## config.mk

```make
export PLATFORM = sky130hd
export DESIGN_NAME = decode_stage
export DESIGN_NICKNAME = d
export VERILOG_FILES = /design/src/rtl/pipeline_types_pkg.sv /design/src/rtl/decode_stage_regfile.sv /design/src/rtl/decode_stage.sv
export SDC_FILE = /design/constraint.sdc
export NUM_CORES = 2
export LEC_CHECK = 0
export BUFFER_PORTS_ARGS = -buffer_cell sky130_fd_sc_hd__buf_2
export CAP_MARGIN = 20
export CORE_UTILIZATION = 45
export DETAILED_ROUTE_END_ITERATION = 6
export GPL_ROUTABILITY_DRIVEN = 0
export PLACE_DENSITY_LB_ADDON = 0.3
export SLEW_MARGIN = 10
export SYNTH_ARGS = -nofsm -noshare
export SYNTH_HDL_FRONTEND = slang
export SYNTH_HIERARCHICAL = 1
export SYNTH_SLANG_ARGS = --single-unit
```

## constraint.sdc

```tcl
create_clock -name iClk -period 2.55 [get_ports iClk]
set_input_delay 0.51 -clock iClk [delete_from_list [all_inputs] [get_ports iClk]]
set_output_delay 0.51 -clock iClk [all_outputs]
set_load 0.05 [all_outputs]
```

## src/rtl/pipeline_types_pkg.sv

```systemverilog
// pipeline_types: shared pipeline register layouts, ALU op encoding and RV32I opcodes
package pipeline_types;

    typedef struct packed {
        logic [31:0] pc;
        logic [31:0] pc4;
        logic [31:0] instruction;
    } if_id_t;

    typedef enum logic [3:0] {
        ALU_ADD, ALU_SUB, ALU_SLL, ALU_SLT, ALU_SLTU,
        ALU_XOR, ALU_SRL, ALU_SRA, ALU_OR, ALU_AND
    } alu_op_t;

    typedef struct packed {
        logic [31:0] pc;
        logic [31:0] pc4;
        logic [31:0] rs1_data;
        logic [31:0] rs2_data;
        logic [31:0] imm;
        logic [4:0]  rs1;
        logic [4:0]  rs2;
        logic [4:0]  rd;
        logic [2:0]  funct3;
        alu_op_t     alu_op;
        logic        reg_we;
        logic        mem_rd;
        logic        mem_wr;
        logic        branch;
        logic        jal;
        logic        jalr;
        logic        alu_src_imm;
        logic        lui;
        logic        auipc;
        logic        illegal;
    } id_ex_t;

    localparam id_ex_t ID_EX_BUBBLE = '0;

    localparam logic [6:0] OPC_LUI    = 7'b0110111;
    localparam logic [6:0] OPC_AUIPC  = 7'b0010111;
    localparam logic [6:0] OPC_JAL    = 7'b1101111;
    localparam logic [6:0] OPC_JALR   = 7'b1100111;
    localparam logic [6:0] OPC_BRANCH = 7'b1100011;
    localparam logic [6:0] OPC_LOAD   = 7'b0000011;
    localparam logic [6:0] OPC_STORE  = 7'b0100011;
    localparam logic [6:0] OPC_OPIMM  = 7'b0010011;
    localparam logic [6:0] OPC_OP     = 7'b0110011;

    // alt selects SUB/SRA; caller decides when bit 30 is meaningful
    function automatic alu_op_t alu_from_funct(input logic [2:0] f3, input logic alt);
        case (f3)
            3'b000:  return alt ? ALU_SUB : ALU_ADD;
            3'b001:  return ALU_SLL;
            3'b010:  return ALU_SLT;
            3'b011:  return ALU_SLTU;
            3'b100:  return ALU_XOR;
            3'b101:  return alt ? ALU_SRA : ALU_SRL;
            3'b110:  return ALU_OR;
            default: return ALU_AND;
        endcase
    endfunction

endpackage

```

## src/rtl/decode_stage_regfile.sv

```systemverilog
// regfile: 32x32 register file, two read ports, one write port, write-through bypass
module regfile (
    input  logic        iClk,
    input  logic        nRst,
    input  logic [4:0]  iRa1,
    input  logic [4:0]  iRa2,
    output logic [31:0] oRd1,
    output logic [31:0] oRd2,
    input  logic        iWe,
    input  logic [4:0]  iWa,
    input  logic [31:0] iWd
);
    logic [31:0] regs_q [32];
    logic        wr;

    assign wr = iWe && (iWa != 5'd0);

    // x0 is never written, so its reset value of zero keeps it hard-wired
    always_ff @(posedge iClk or negedge nRst) begin
        if (!nRst) regs_q <= '{default: '0};
        else if (wr) regs_q[iWa] <= iWd;
    end

    // same-cycle writes are forwarded to readers
    always_comb begin
        oRd1 = (wr && iWa == iRa1) ? iWd : regs_q[iRa1];
        oRd2 = (wr && iWa == iRa2) ? iWd : regs_q[iRa2];
    end

endmodule

```

## src/rtl/decode_stage.sv

```systemverilog
// decode_stage: RV32I instruction decode, register read and load-use hazard detection
module decode_stage
    import pipeline_types::*;
(
    input  logic        iClk,
    input  logic        nRst,
    input  logic        iEn,
    input  logic        iStall,
    input  logic        iFlush,
    input  if_id_t      iIF,
    input  logic        iWB_En,
    input  logic [4:0]  iWB_Rd,
    input  logic [31:0] iWB_Data,
    input  logic        iEX_MemRd,
    input  logic [4:0]  iEX_Rd,
    output logic        oStall,
    output id_ex_t      oEX
);
    logic [31:0] ins, rd1, rd2, imm_i, imm_s, imm_b, imm_u, imm_j;
    logic        rs1_used, rs2_used, hazard;
    id_ex_t      dec, ex_d, ex_q;

    assign ins   = iIF.instruction;
    assign imm_i = {{20{ins[31]}}, ins[31:20]};
    assign imm_s = {{20{ins[31]}}, ins[31:25], ins[11:7]};
    assign imm_b = {{19{ins[31]}}, ins[31], ins[7], ins[30:25], ins[11:8], 1'b0};
    assign imm_u = {ins[31:12], 12'b0};
    assign imm_j = {{11{ins[31]}}, ins[31], ins[19:12], ins[20], ins[30:21], 1'b0};

    regfile u_rf (
        .iClk(iClk), .nRst(nRst),
        .iRa1(ins[19:15]), .iRa2(ins[24:20]),
        .oRd1(rd1), .oRd2(rd2),
        .iWe(iWB_En), .iWa(iWB_Rd), .iWd(iWB_Data)
    );

    // control and immediate decode; unused register fields are zeroed so they cannot alias a hazard
    always_comb begin
        dec      = ID_EX_BUBBLE;
        rs1_used = 1'b0;
        rs2_used = 1'b0;
        case (ins[6:0])
            OPC_LUI:    begin dec.reg_we = 1'b1; dec.lui = 1'b1; dec.alu_src_imm = 1'b1; dec.imm = imm_u; end
            OPC_AUIPC:  begin dec.reg_we = 1'b1; dec.auipc = 1'b1; dec.alu_src_imm = 1'b1; dec.imm = imm_u; end
            OPC_JAL:    begin dec.reg_we = 1'b1; dec.jal = 1'b1; dec.imm = imm_j; end
            OPC_JALR:   begin dec.reg_we = 1'b1; dec.jalr = 1'b1; dec.alu_src_imm = 1'b1; dec.imm = imm_i; rs1_used = 1'b1; end
            OPC_BRANCH: begin dec.branch = 1'b1; dec.alu_op = ALU_SUB; dec.imm = imm_b; rs1_used = 1'b1; rs2_used = 1'b1; end
            OPC_LOAD:   begin dec.reg_we = 1'b1; dec.mem_rd = 1'b1; dec.alu_src_imm = 1'b1; dec.imm = imm_i; rs1_used = 1'b1; end
            OPC_STORE:  begin dec.mem_wr = 1'b1; dec.alu_src_imm = 1'b1; dec.imm = imm_s; rs1_used = 1'b1; rs2_used = 1'b1; end
            OPC_OPIMM:  begin
                dec.reg_we      = 1'b1;
                dec.alu_src_imm = 1'b1;
                dec.imm         = imm_i;
                dec.alu_op      = alu_from_funct(ins[14:12], ins[14:12] == 3'b101 && ins[30]);
                rs1_used        = 1'b1;
            end
            OPC_OP:     begin
                dec.reg_we = 1'b1;
                dec.alu_op = alu_from_funct(ins[14:12], ins[30]);
                rs1_used   = 1'b1;
                rs2_used   = 1'b1;
            end
            default:    dec.illegal = |ins;
        endcase
        dec.pc       = iIF.pc;
        dec.pc4      = iIF.pc4;
        dec.funct3   = dec.illegal ? 3'd0 : ins[14:12];
        dec.rs1      = rs1_used ? ins[19:15] : 5'd0;
        dec.rs2      = rs2_used ? ins[24:20] : 5'd0;
        dec.rd       = dec.reg_we ? ins[11:7] : 5'd0;
        dec.rs1_data = rs1_used ? rd1 : 32'd0;
        dec.rs2_data = rs2_used ? rd2 : 32'd0;
        if (ins == 32'd0) dec = ID_EX_BUBBLE;
    end

    // load-use hazard and next ID/EX value; flush outranks hazard
    always_comb begin
        hazard = iEX_MemRd && (iEX_Rd != 5'd0) &&
                 ((rs1_used && iEX_Rd == ins[19:15]) || (rs2_used && iEX_Rd == ins[24:20]));
        oStall = nRst && hazard && !iFlush && iEn;
        ex_d   = (iFlush || hazard) ? ID_EX_BUBBLE : dec;
    end

    // ID/EX register: holds while disabled or stalled
    always_ff @(posedge iClk or negedge nRst) begin
        if (!nRst) ex_q <= ID_EX_BUBBLE;
        else if (iEn && !iStall) ex_q <= ex_d;
    end

    assign oEX = ex_q;

endmodule

```

Word-level counts from Yosys, hierarchy flattened
Index checks and enable logic that the tools add are counted.
{"block": "word_totals", "regBits": 1216, "in_bits": 145, "out_inout_bits": 193, "word_cells": 146}
{"block": "op_classes", "n_lt_le_gt_ge": 4, "n_eq_ne": 19, "muxes": 39, "n_bitwise": 3, "reduce_logical": 29}
{"op": "$bwmux 1024", "n": 1}
{"op": "$mux 192", "n": 2}
{"op": "$bmux 32 s5", "n": 2}
{"op": "$mux 32", "n": 9}
{"op": "$demux 32 s5", "n": 1}
{"op": "$pmux 32 s5", "n": 1}
{"op": "$pmux 4 s7", "n": 2}
{"op": "$logic_not 32->1", "n": 1}
{"op": "$reduce_or 32->1", "n": 1}
{"op": "$eq 7x6->1 const B", "n": 3}
{"op": "$eq 7x7->1 const B", "n": 3}
{"op": "$eq 5x5->1", "n": 4}
{"op": "$ge 6x6->1 const B", "n": 3}
{"op": "$not 5->6", "n": 3}
{"op": "$mux 1", "n": 16}
{"op": "$mux 5", "n": 3}
{"op": "$eq 7x5->1 const B", "n": 2}
{"op": "$logic_and 1x1->1", "n": 13}
{"op": "$pmux 4 s3", "n": 1}
{"op": "$reduce_or 6->1", "n": 2}
{"op": "$reduce_bool 5->1", "n": 2}
{"op": "$eq 3x3->1 const B", "n": 3}
{"op": "$reduce_or 9->1", "n": 1}
{"op": "$eq 7x2->1 const B", "n": 1}
{"op": "10 further kinds", "n": 14}

Logic depth before layout (Yosys ltp)
{"block": "depth", "depth_word": 9, "mapped_depth": 9, "mapped_depth_nobuf": 6}

Hierarchy
The synthesis kept the hierarchy.
{"mod": "regfile", "instances": 1, "cells_each": 3433, "area_per_inst_um2": 53730.3, "seq_area_each_um2": 25624.6}
{"mod": "decode_stage", "instances": 1, "cells_each": 803, "area_per_inst_um2": 8221.6, "seq_area_each_um2": 4804.6}

Worst setup path after synthesis
OpenSTA, ideal clock, no wires.
{"block": "synth_timing", "path_type": "input -> output", "startpoint": "input iIF[3] in the netlist's numbering", "endpoint": "output oStall", "arrival_ps": 2891, "t_required_ps": 2040, "slack_ps": -851, "stages": 7, "path_buffers": 2, "cell_sequence": "buf_2 -> nand4bb_4 -> a211oi_2 -> nand4_1 -> a211o_1 -> clkbuf_1 -> nor3_1"}
{"block": "synth_between", "elab_chain_len": 9, "word_cells_on_any_way": 17, "cone_classes": "eq/ne (6); mux (2); reduce/logical (9)"}
{"element": "from (decl)", "line": "decode_stage.sv:10", "source": "input if_id_t iIF,"}
{"element": "$eq 7x6->1 (tied with other cells)", "line": "decode_stage.sv:42", "source": "case (ins[6:0])"}
{"element": "$reduce_or 6->1 (no line) or $reduce_or 3->1 (tied branches)"}
{"element": "$mux 1", "line": "decode_stage.sv:42"}
{"element": "$logic_and 1x1->1", "line": "decode_stage.sv:79", "source": "((rs1_used && iEX_Rd == ins[19:15]) || (rs2_used && iEX_Rd == ins[24:20]));"}
{"element": "$logic_or 1x1->1 *", "line": "decode_stage.sv:79"}
{"element": "$logic_and 1x1->1 *", "line": "decode_stage.sv:78", "source": "hazard = iEX_MemRd && (iEX_Rd != 5'd0) &&"}
{"element": "$logic_and 1x1->1 * (3 in series)", "line": "decode_stage.sv:80", "source": "oStall = nRst && hazard && !iFlush && iEn;"}
{"element": "to (decl)", "line": "decode_stage.sv:16", "source": "output logic oStall,"}
Mark *: on every way between the ends. The rest lies on a longest branch, timed or not.

Worst setup path after layout
{"block": "layout_timing", "startpoint": "input iIF[2] in the netlist's numbering", "endpoint": "output oStall"}
Same word-level chain as after synthesis.

==> results.toml <==
[clock_tree]
numCtsBuffers = 136
worstSkewPairLatency_ns = 0.78
cts.sink_count = 1216
clock_path_buffers = 3
cts_max_level = 4
clk_pin_slew_ns = 0.06
cts_root_buf = "clkbuf_16"
cts_tree = "done"

[global_route]
antenna_found_initial = 15
use_met2 = 0.459
gr-max-usage-layer = "met2"
grt_util_met1 = 0.410
grt_usage = 0.298
grt.overflow.total = 0
grt_max_degree = 168
grt_pass1_vias = 43800
grt_pass1_wl_um = 306000
grtUsageMet3 = 0.0669

[finish]
nNetsFinal = 4801
multi_input_area_um2 = 29300
utilization = 0.542
regArea_um2 = 30400
final_area_um2 = 73800
nFillCells = 10900
layout-drive-gt1-share = 0.529
finalNonFillerCells = 6551
area_growth_pct = 19.1

[route]
drt-initial-drc-count = 4511
ant_nets = 0
drcViolationCount = 3
first_pass_iters = 7
viasPerCell = 6.61
wl_per_cell_um = 31.6
wl_um = 207000
vias = 43300

[placement]
dpl_cell_area_um2 = 68400
port_buffers = 337
dp_hpwl_um = 128000
dp.cells = 6234

[power_and_ir_drop]
p_per_area_nw_per_um2 = 758
max-vdd-ir-drop_v = 0.000687
leakage_nw = 32.2
power_mw = 55.9

[timing]
fmax_mhz = 399
finalMaxSlewViolations = 0
finalSetupViolCount = 0
max_slew_margin = 0.313
tightest_slew_ns = 1.03
setup_tns_ns = 0
fin_crit_ns = 2.50
rsz0062_at_grt = "yes"
finClkSkew_ns = 0.0322
hold_violations = 0
period_share = 0.982

[yosys]
yosysUniqueCellTypes = 57
ys_ff_latch = 1216
synth.avg_cell_area_um2 = 14.6
synth_edf_count = 0
yosysSeqAreaShare = 0.491
syn_area_um2 = 62000
netlist_top_cells_count = "dfrtp_1, mux2_2, mux4_2"
synth_nets = 4381
yosys_most_used_dff = "dfrtp_1"
synth_area_leaders = "dfrtp_1, mux2_2, mux4_2, o22ai_1, clkbuf_1"
yosysWarnings = 6
synthArstFlopShare = 1.00
netlist.top_cell.by_area = "dfrtp_1"
synthCells = 4236
synth.most_common_cell = "dfrtp_1"
synth_top_area_frac = 0.491

[floorplan]
io_pins = 338
die-area_um2 = 139000
core_area_um2 = 136000
num_rows = 135
initial_core_util = 0.456
die_h_um = 373
die_w_um = 373

[setup_path]
worstPathRequired_ns = 2.04
critPathMostFrequentCell = "buf_6"
crit_path_max_incr_delay_ns = 0.39
path_class = "in -> out"
arrival_ns = 1.99
critPathSlowestCell = "a211o_2"
cp_cell_sequence = "buf_6 > nand4bb_4 > a211oi_4 > nand4_1 > a211o_2 > nor3_4 > buf_6"
cp-start-kind = "input pin"
cp_max_fo = 2
cp-end-kind = "output pin"

[worst_hold_path]
hp-class = "in -> reg"

[run]
max-cap-violations = 0

[outcome]
run_status = "complete, but fails checks"
violations = "DRC"
==> kinds of logic after synthesis <==
logic type,synth area share
compound gates,0.0547
buf+inv,0.0392
simple gates,0.0357
xor+xnor,0.00283
flops,0.491
mux,0.376
==> state kept, by name, indices dropped and copies added (netlist names) <==
signal       flops
u_rf/regs_q   1024
oEX            192
==> layout make-up <==
class                      count  area share
antenna                       10    0.000339
timing repair buffer         775      0.0960
clock inverter                36     0.00728
multi-input combinational   2519       0.397
inverter                       8    0.000407
sequential                  1216       0.413
tap                         1781      0.0302
clock buffer                 206      0.0560
==> metal layers <==
layer	vias up	wire, um
met1	23200	84300
met4	12	8560
met2	2222	96000
met3	510	18300
met5	-	66
li1	17300	-
==> timing repair <==
action,4_1_cts,5_1_grt
endpoints found under the setup margin,1,1
hold buffers,65,0
gates resized for setup,1,2
endpoints found under the hold margin,205,0
buffers inserted,0,0
cloned,0,0
pin swaps,0,5
==> metrics by stage <==
stage	hold slack (ns)	worst slack (ns)
global route	0.0332	-0.0344
detailed placement	0.377	-0.217
global placement	0.374	-0.215
CTS	0.00659	0.0208
floorplan	0.214	-0.0846
finish	0.0505	0.0459
==> cell usage in the layout, fill, tap and decap left out, types with 17 or more instances in the layout <==
cell | netlist | final
o22ai_1 | 249 | 249
mux2_2 | 1033 | 1033
o21ai_0 | 102 | 102
buf_4 | 49 | 223
mux4_2 | 509 | 509
nor2_4 | 4 | 18
a32o_1 | 67 | 67
clkbuf_16 | 0 | 145
nand2_1 | 161 | 146
dlygate4sd3_1 | 0 | 65
o31ai_1 | 27 | 27
buf_12 | 0 | 151
buf_2 | 139 | 330
dfrtp_1 | 1216 | 1216
nand3_1 | 98 | 96
clkbuf_8 | 0 | 27
clkinv_2 | 0 | 17
clkbuf_1 | 251 | 34
nor4_1 | 69 | 69
a21oi_1 | 27 | 27
==> power breakdown <==
group / total, mW / internal (mW) / switching [mW]
combinational: 10.5 / 6.22 / 4.29
sequential: 24.8 / 22.5 / 2.32
clock: 20.6 / 12.4 / 8.17
total: 55.9 / 41.1 / 14.8
==> critical path, delay by kind of cell <==
family,cells,cell delay [ns]
buffers and inverters,2,0.28
AO/OA/AOI/OAI,2,0.66
AND/OR/NAND/NOR,3,0.54
==> path summary, 6_finish.rpt <==
path	start	end	slack [ns]	cells past startpoint
worst min-delay path	iIF[5]	oEX[2]	0.05	2
min in group asynchronous	nRst	u_rf/regs_q[1016]	0.20	2
worst max register to register	u_rf/regs_q[179]	oEX[83]	0.62	7
max in group asynchronous	nRst	u_rf/regs_q[613]	1.00	4
worst min register to register	u_rf/regs_q[994]	u_rf/regs_q[994]	0.40	0
worst max-delay path	iIF[2]	oStall	0.05	7
(Power assumes the default switching activity.)
